**config.mk**
```make
export PLATFORM = sky130hd
export DESIGN_NAME = uart_tx_arbiter
export DESIGN_NICKNAME = d
export VERILOG_FILES = /design/src/rtl/uart_tx_arbiter.sv
export SDC_FILE = /design/constraint.sdc
export NUM_CORES = 1
export LEC_CHECK = 0
export BUFFER_PORTS_ARGS = -buffer_cell sky130_fd_sc_hd__buf_2
export CAP_MARGIN = 20
export CORE_ASPECT_RATIO = 0.9
export CORE_MARGIN = 4
export CORE_UTILIZATION = 30
export CTS_CLUSTER_SIZE = 30
export DETAILED_ROUTE_END_ITERATION = 7
export PLACE_DENSITY_LB_ADDON = 0.3
export SLEW_MARGIN = 25
export SYNTH_ARGS = -nofsm -noshare
export SYNTH_HDL_FRONTEND = slang
export SYNTH_SLANG_ARGS = --single-unit
```
**constraint.sdc**
```tcl
create_clock -name clk -period 6.9 [get_ports clk]
set_clock_uncertainty 0.2 [all_clocks]
set_input_delay 0.69 -clock clk [delete_from_list [all_inputs] [get_ports clk]]
set_output_delay 0.69 -clock clk [all_outputs]
set_load 0.05 [all_outputs]
```
**src/rtl/uart_tx_arbiter.sv**
```systemverilog
// Round-robin arbiter sharing one UART sender between N_CLIENTS byte producers.
// Optional sender-handshake watchdog with ABORT state: define ARB_TIMEOUT_EN.
module uart_tx_arbiter #(
    parameter int N_CLIENTS      = 4,
    parameter int FRAME_CYCLES   = 220,
    parameter int TIMEOUT_CYCLES = 1023
) (
    input  logic                   clk,
    input  logic                   clr,
    input  logic [N_CLIENTS-1:0]   cli_req,
    input  logic [8*N_CLIENTS-1:0] cli_data,
    output logic [N_CLIENTS-1:0]   cli_ack,
    output logic                   snd_req,
    output logic [7:0]             snd_data,
    input  logic                   snd_ack,
    output logic                   busy,
    output logic [2:0]             owner,
    output logic                   err
);

    if (N_CLIENTS < 2 || N_CLIENTS > 8 || FRAME_CYCLES < 1 || TIMEOUT_CYCLES < 1) begin : g_bad_param
        $error("uart_tx_arbiter: illegal parameter value");
    end

`ifdef ARB_TIMEOUT_EN
    typedef enum logic [2:0] {IDLE, GRANT, SREQ, SREL, SEND, ABORT} state_t;
    localparam logic [15:0] WD_LIM = 16'(TIMEOUT_CYCLES - 1);
    logic [15:0] wd_cnt;
`else
    typedef enum logic [2:0] {IDLE, GRANT, SREQ, SREL, SEND} state_t;
    assign err = 1'b0;
`endif

    localparam logic [15:0] FRAME_LD = 16'(FRAME_CYCLES - 1);

    state_t      state;
    logic [2:0]  ptr;
    logic [15:0] frame_cnt;
    logic        found;
    logic [2:0]  sel;
    logic [N_CLIENTS-1:0] rot;

    function automatic logic [2:0] next_ptr(input logic [2:0] o);
        logic [3:0] s;
        s = {1'b0, o} + 4'd1;
        return (s == 4'(N_CLIENTS)) ? 3'd0 : s[2:0];
    endfunction

    // Rotate requests so bit 0 is the client at ptr; the lowest set bit wins.
    always_comb begin
        logic [3:0] s;
        rot   = N_CLIENTS'({cli_req, cli_req} >> ptr);
        found = 1'b0;
        sel   = 3'd0;
        s     = 4'd0;
        for (int k = N_CLIENTS - 1; k >= 0; k--) begin
            if (rot[k]) begin
                found = 1'b1;
                s     = {1'b0, ptr} + 4'(k);
                if (s >= 4'(N_CLIENTS)) s = s - 4'(N_CLIENTS);
                sel   = s[2:0];
            end
        end
    end

    assign busy = (state != IDLE);

    always_ff @(posedge clk or negedge clr) begin
        if (!clr) begin
            state     <= IDLE;
            cli_ack   <= '0;
            snd_req   <= 1'b0;
            snd_data  <= 8'h00;
            owner     <= 3'd0;
            ptr       <= 3'd0;
            frame_cnt <= 16'd0;
`ifdef ARB_TIMEOUT_EN
            wd_cnt    <= 16'd0;
            err       <= 1'b0;
`endif
        end else begin
            case (state)
                IDLE: if (found) begin
                    snd_data <= 8'(cli_data >> {sel, 3'b000});
                    owner    <= sel;
                    cli_ack  <= {{(N_CLIENTS-1){1'b0}}, 1'b1} << sel;
                    state    <= GRANT;
                end
                GRANT: if ((cli_req & cli_ack) == '0) begin
                    cli_ack <= '0;
                    snd_req <= 1'b1;
                    state   <= SREQ;
`ifdef ARB_TIMEOUT_EN
                    wd_cnt  <= 16'd0;
`endif
                end
                SREQ: if (snd_ack) begin
                    snd_req <= 1'b0;
                    state   <= SREL;
`ifdef ARB_TIMEOUT_EN
                    wd_cnt  <= 16'd0;
                end else if (wd_cnt >= WD_LIM) begin
                    snd_req <= 1'b0;
                    err     <= 1'b1;
                    state   <= ABORT;
                end else if (wd_cnt != 16'hFFFF) begin
                    wd_cnt  <= wd_cnt + 16'd1;
`endif
                end
                SREL: if (!snd_ack) begin
                    frame_cnt <= FRAME_LD;
                    state     <= SEND;
`ifdef ARB_TIMEOUT_EN
                end else if (wd_cnt >= WD_LIM) begin
                    snd_req <= 1'b0;
                    err     <= 1'b1;
                    state   <= ABORT;
                end else if (wd_cnt != 16'hFFFF) begin
                    wd_cnt  <= wd_cnt + 16'd1;
`endif
                end
                SEND: if (frame_cnt == 16'd0) begin
                    ptr   <= next_ptr(owner);
                    state <= IDLE;
                end else begin
                    frame_cnt <= frame_cnt - 16'd1;
                end
`ifdef ARB_TIMEOUT_EN
                // Byte is dropped; the next client gets the sender.
                ABORT: begin
                    ptr   <= next_ptr(owner);
                    state <= IDLE;
                end
`endif
                default: state <= IDLE;
            endcase
        end
    end

endmodule
```
==> results.txt <==
----------------------------------------------------
[Outcome]
  Run status ... complete, no violations

[Power]
  Switching Power ... 433 uW
  Worst VDD drop ... 200 uV
  Part of the total power dissipated in the clock network ... 17.5%
  P per Cell Area ... 327 nW/um^2
  Share of total power in combinational logic ... 46.3%
  Power Internal ... 487 uW
  Sequential Power Share ... 36.2%
  Final Total Pwr ... 920 uW
  Leakage power ... 1.27 nW
  Switching part of the total ... 47.1%

[STA]
  Tightest Pin Transition ... 0.844 ns
  Setup violators final ... 0
  Final period util ... 47.3%
  Hold Vio Cnt, Final ... 0
  RSZ-0062 raised after global routing ... false
  Worst-case hold slack ... 0.283 ns
  Max_slew headroom ... 43.7%
  Summed negative setup slack over all endpoints ... 0 ns
  Fmax ... 306 MHz
  Crit path time final ... 3.26 ns
  Final Slew Violations ... 0

[Flow run]
  Reported max-cap violation count ... 0

[Synth]
  Count of yosys warnings during synthesis ... 0
  Net Count, Synth ... 290
  FFs w/ async S/R, synth ... 100%
  Number of distinct library cells after synthesis ... 54
  Cells after synthesis ... 247
  Most common flop cell mapped by yosys ... dfrtp_1
  Average cell area after synthesis ... 9.71 sq um
  Mapped Area ... 2400 sq um
  Seq/Total Area, Yosys ... 39.7%
  Synthesis-stage register bit count ... 38
  Count of flip-flops with a built-in enable after synthesis ... 0

[Drt]
  Count of antenna-violating nets left after detailed routing ... 0
  Total DRC errors in the routed layout ... 0
  Total vias in the final route ... 2001
  Count of TritonRoute iterations in the first routing pass ... 4
  Number of vias per cell ... 5.12
  DR WL/cell ... 14.1 microns
  Violation count after the first detailed-routing iteration ... 71
  Routed Wire Length ... 5.51 mm

[Cells and area]
  Final nets ... 337
  Layout cells sized above 1 ... 28.8%
  Area delta synth->final ... 17.2%
  Antenna fix cells ... 0
  Commonest non-fill, non-tap cells in the layout ... 55 x buf_2, 38 x dfrtp_1, 24 x nand2_1
  Count of non-filler cells in the finished layout ... 391
  Most frequent standard cell in the layout excluding fill and tap cells ... buf_2

[CTS]
  # H-tree levels ... 2
  Clock sink count ... 38
  Clock transition at the register clock pins on the worst setup and hold paths after CTS ... 0.08 ns
  Total clock buffers created by CTS ... 5
  Clock tree root driver cell ... clkbuf_8
  Max Root-Sink Buffers ... 2
  Number of buffers inserted to repair setup after CTS ... 0
  # hold bufs at CTS ... 0
  Clock latency of the later-clocked register in the worst-skew pair ... 0.29 ns
  Resized cells post-CTS ... 0
  CTS tree ... yes

[Floorplanning]
  Number of placement rows ... 30
  Die Footprint ... 9490 sq um
  Height of the chip ... 92.8 microns
  I/O pin count ... 57
  Initial cell density of the core ... 31.3%
  Area of the core ... 7660 sq um
  Die Span X ... 102 microns

[Worst setup path]
  R2R setup slack ... 3.64 ns
  Kind of launch point of the worst setup path ... flop
  Worst Setup End Kind ... flop
  Critical path required time ... 6.86 ns
  Worst-path fanout max ... 22
  Crit Path Category ... flop to flop
  Critical path data arrival time ... 3.22 ns

[Hold path]
  Hold WC Path Type ... flop to flop

[Global routing]
  Via count of the first global-routing pass ... 1946
  Maximum number of pins on one net before global-route repair ... 39
  Wire length of the first global-routing pass ... 9.34 mm
  Total congestion overflow after global routing ... 0
  Number of antenna violations at the first check in global routing ... 0
  Total track usage ... 12.2%

[Placement]
  DP Cell Count ... 383
  IO buf count ... 55
  Routability-driven placement congestion ratio ... 0.813
  Hpwl dp ... 4.04 mm

----------------------------------------------------
Yosys cell counts, drive strengths merged, types with 3 or more instances:
cell type	count	area share (%)
mux2i	19	7.9
a31oi	3	1.4
o2111ai	4	1.5
o31ai	3	0.94
or3	3	0.78
nand2	24	3.8
clkbuf	6	0.94
nand3	11	2.3
and3	3	0.78
inv	14	2.2
o21ai	9	1.9
nor4	4	1.6
nor3	7	1.5
o221ai	8	5.0
a21oi	8	1.7
nor2	21	3.4
ha	4	2.1
xor2	9	3.3
or2	3	0.78
dfrtp	38	40
buf	10	3.0
nand2b	5	1.3
metrics by stage:
| step | utilization (%) | worst slack [ns] | cell area [sq um] |
|---|---|---|---|
| floorplan | - | 4.18 | 2400 |
| global placement | 35.3 | 3.51 | 2710 |
| detailed placement | 35.4 | 3.37 | 2710 |
| CTS | 36.7 | 3.60 | 2810 |
| global route | 36.7 | 3.33 | 2810 |
| finish | 36.7 | 3.64 | 2810 |
metal layers:
layer	GRT usage, %	wire length [microns]
met5	0	0
met1	17.6	2800
met3	3.39	361
met2	17.3	2260
met4	4.15	83
worst max-delay path, stage by stage (launching register included):
cell and delay [ns]:
dfrtp_1 0.69, mux4_1 0.61, nor4_1 0.31, or2_1 0.61
nand2b_1 0.55, o221ai_2 0.15
layout make-up:
type                            instances  area (sq um)
Clock buffer                            6          82.6
Clock inverter                          2          12.5
Tap cell                               96           120
Fill cell                             815          4850
Sequential cell                        38           951
Inverter                               14          52.6
Timing Repair Buffer                   56           283
Multi-Input combinational cell        179          1310
power by group through the flow:
| stage | Sequential, mW | Clock, mW | Combinational, mW |
|---|---|---|---|
| after floorplan | 0.449 | 0 | 0.221 |
| after global placement | 0.338 | 0 | 0.423 |
| after detailed placement | 0.335 | 0 | 0.433 |
| after CTS | 0.334 | 0.168 | 0.432 |
| after global routing | 0.345 | 0.175 | 0.469 |
| final | 0.333 | 0.161 | 0.426 |
cells by family (layout without fill, tap and decap cells):
logic type | count (synthesis) | count (layout) | synth area share [%]
flops | 38 | 38 | 39.7
fa+ha+maj | 4 | 4 | 2.09
buf+inv | 30 | 78 | 6.11
simple gates | 92 | 92 | 20.2
compound gates | 48 | 48 | 16.9
mux | 23 | 23 | 10.9
other cells | 1 | 1 | 0.156
xor+xnor | 11 | 11 | 4.02
flip-flops by register name, indices dropped and copies added (netlist names):
signal	count
owner	3
cli_ack	4
snd_data	8
state	3
ptr	3
frame_cnt	16
snd_req	1
path summary, 6_finish.rpt:
path                       startpoint           end  cells after the start
max in group asynchronous         clr   snd_data[6]                      1
min in group asynchronous         clr  frame_cnt[2]                      1
min reg2reg                  state[2]      state[1]                      1
max reg2reg                    ptr[0]   snd_data[7]                      5
min                          state[2]      state[1]                      1
max                            ptr[0]   snd_data[7]                      5
No activity file was read; power rests on OpenSTA's default activity.
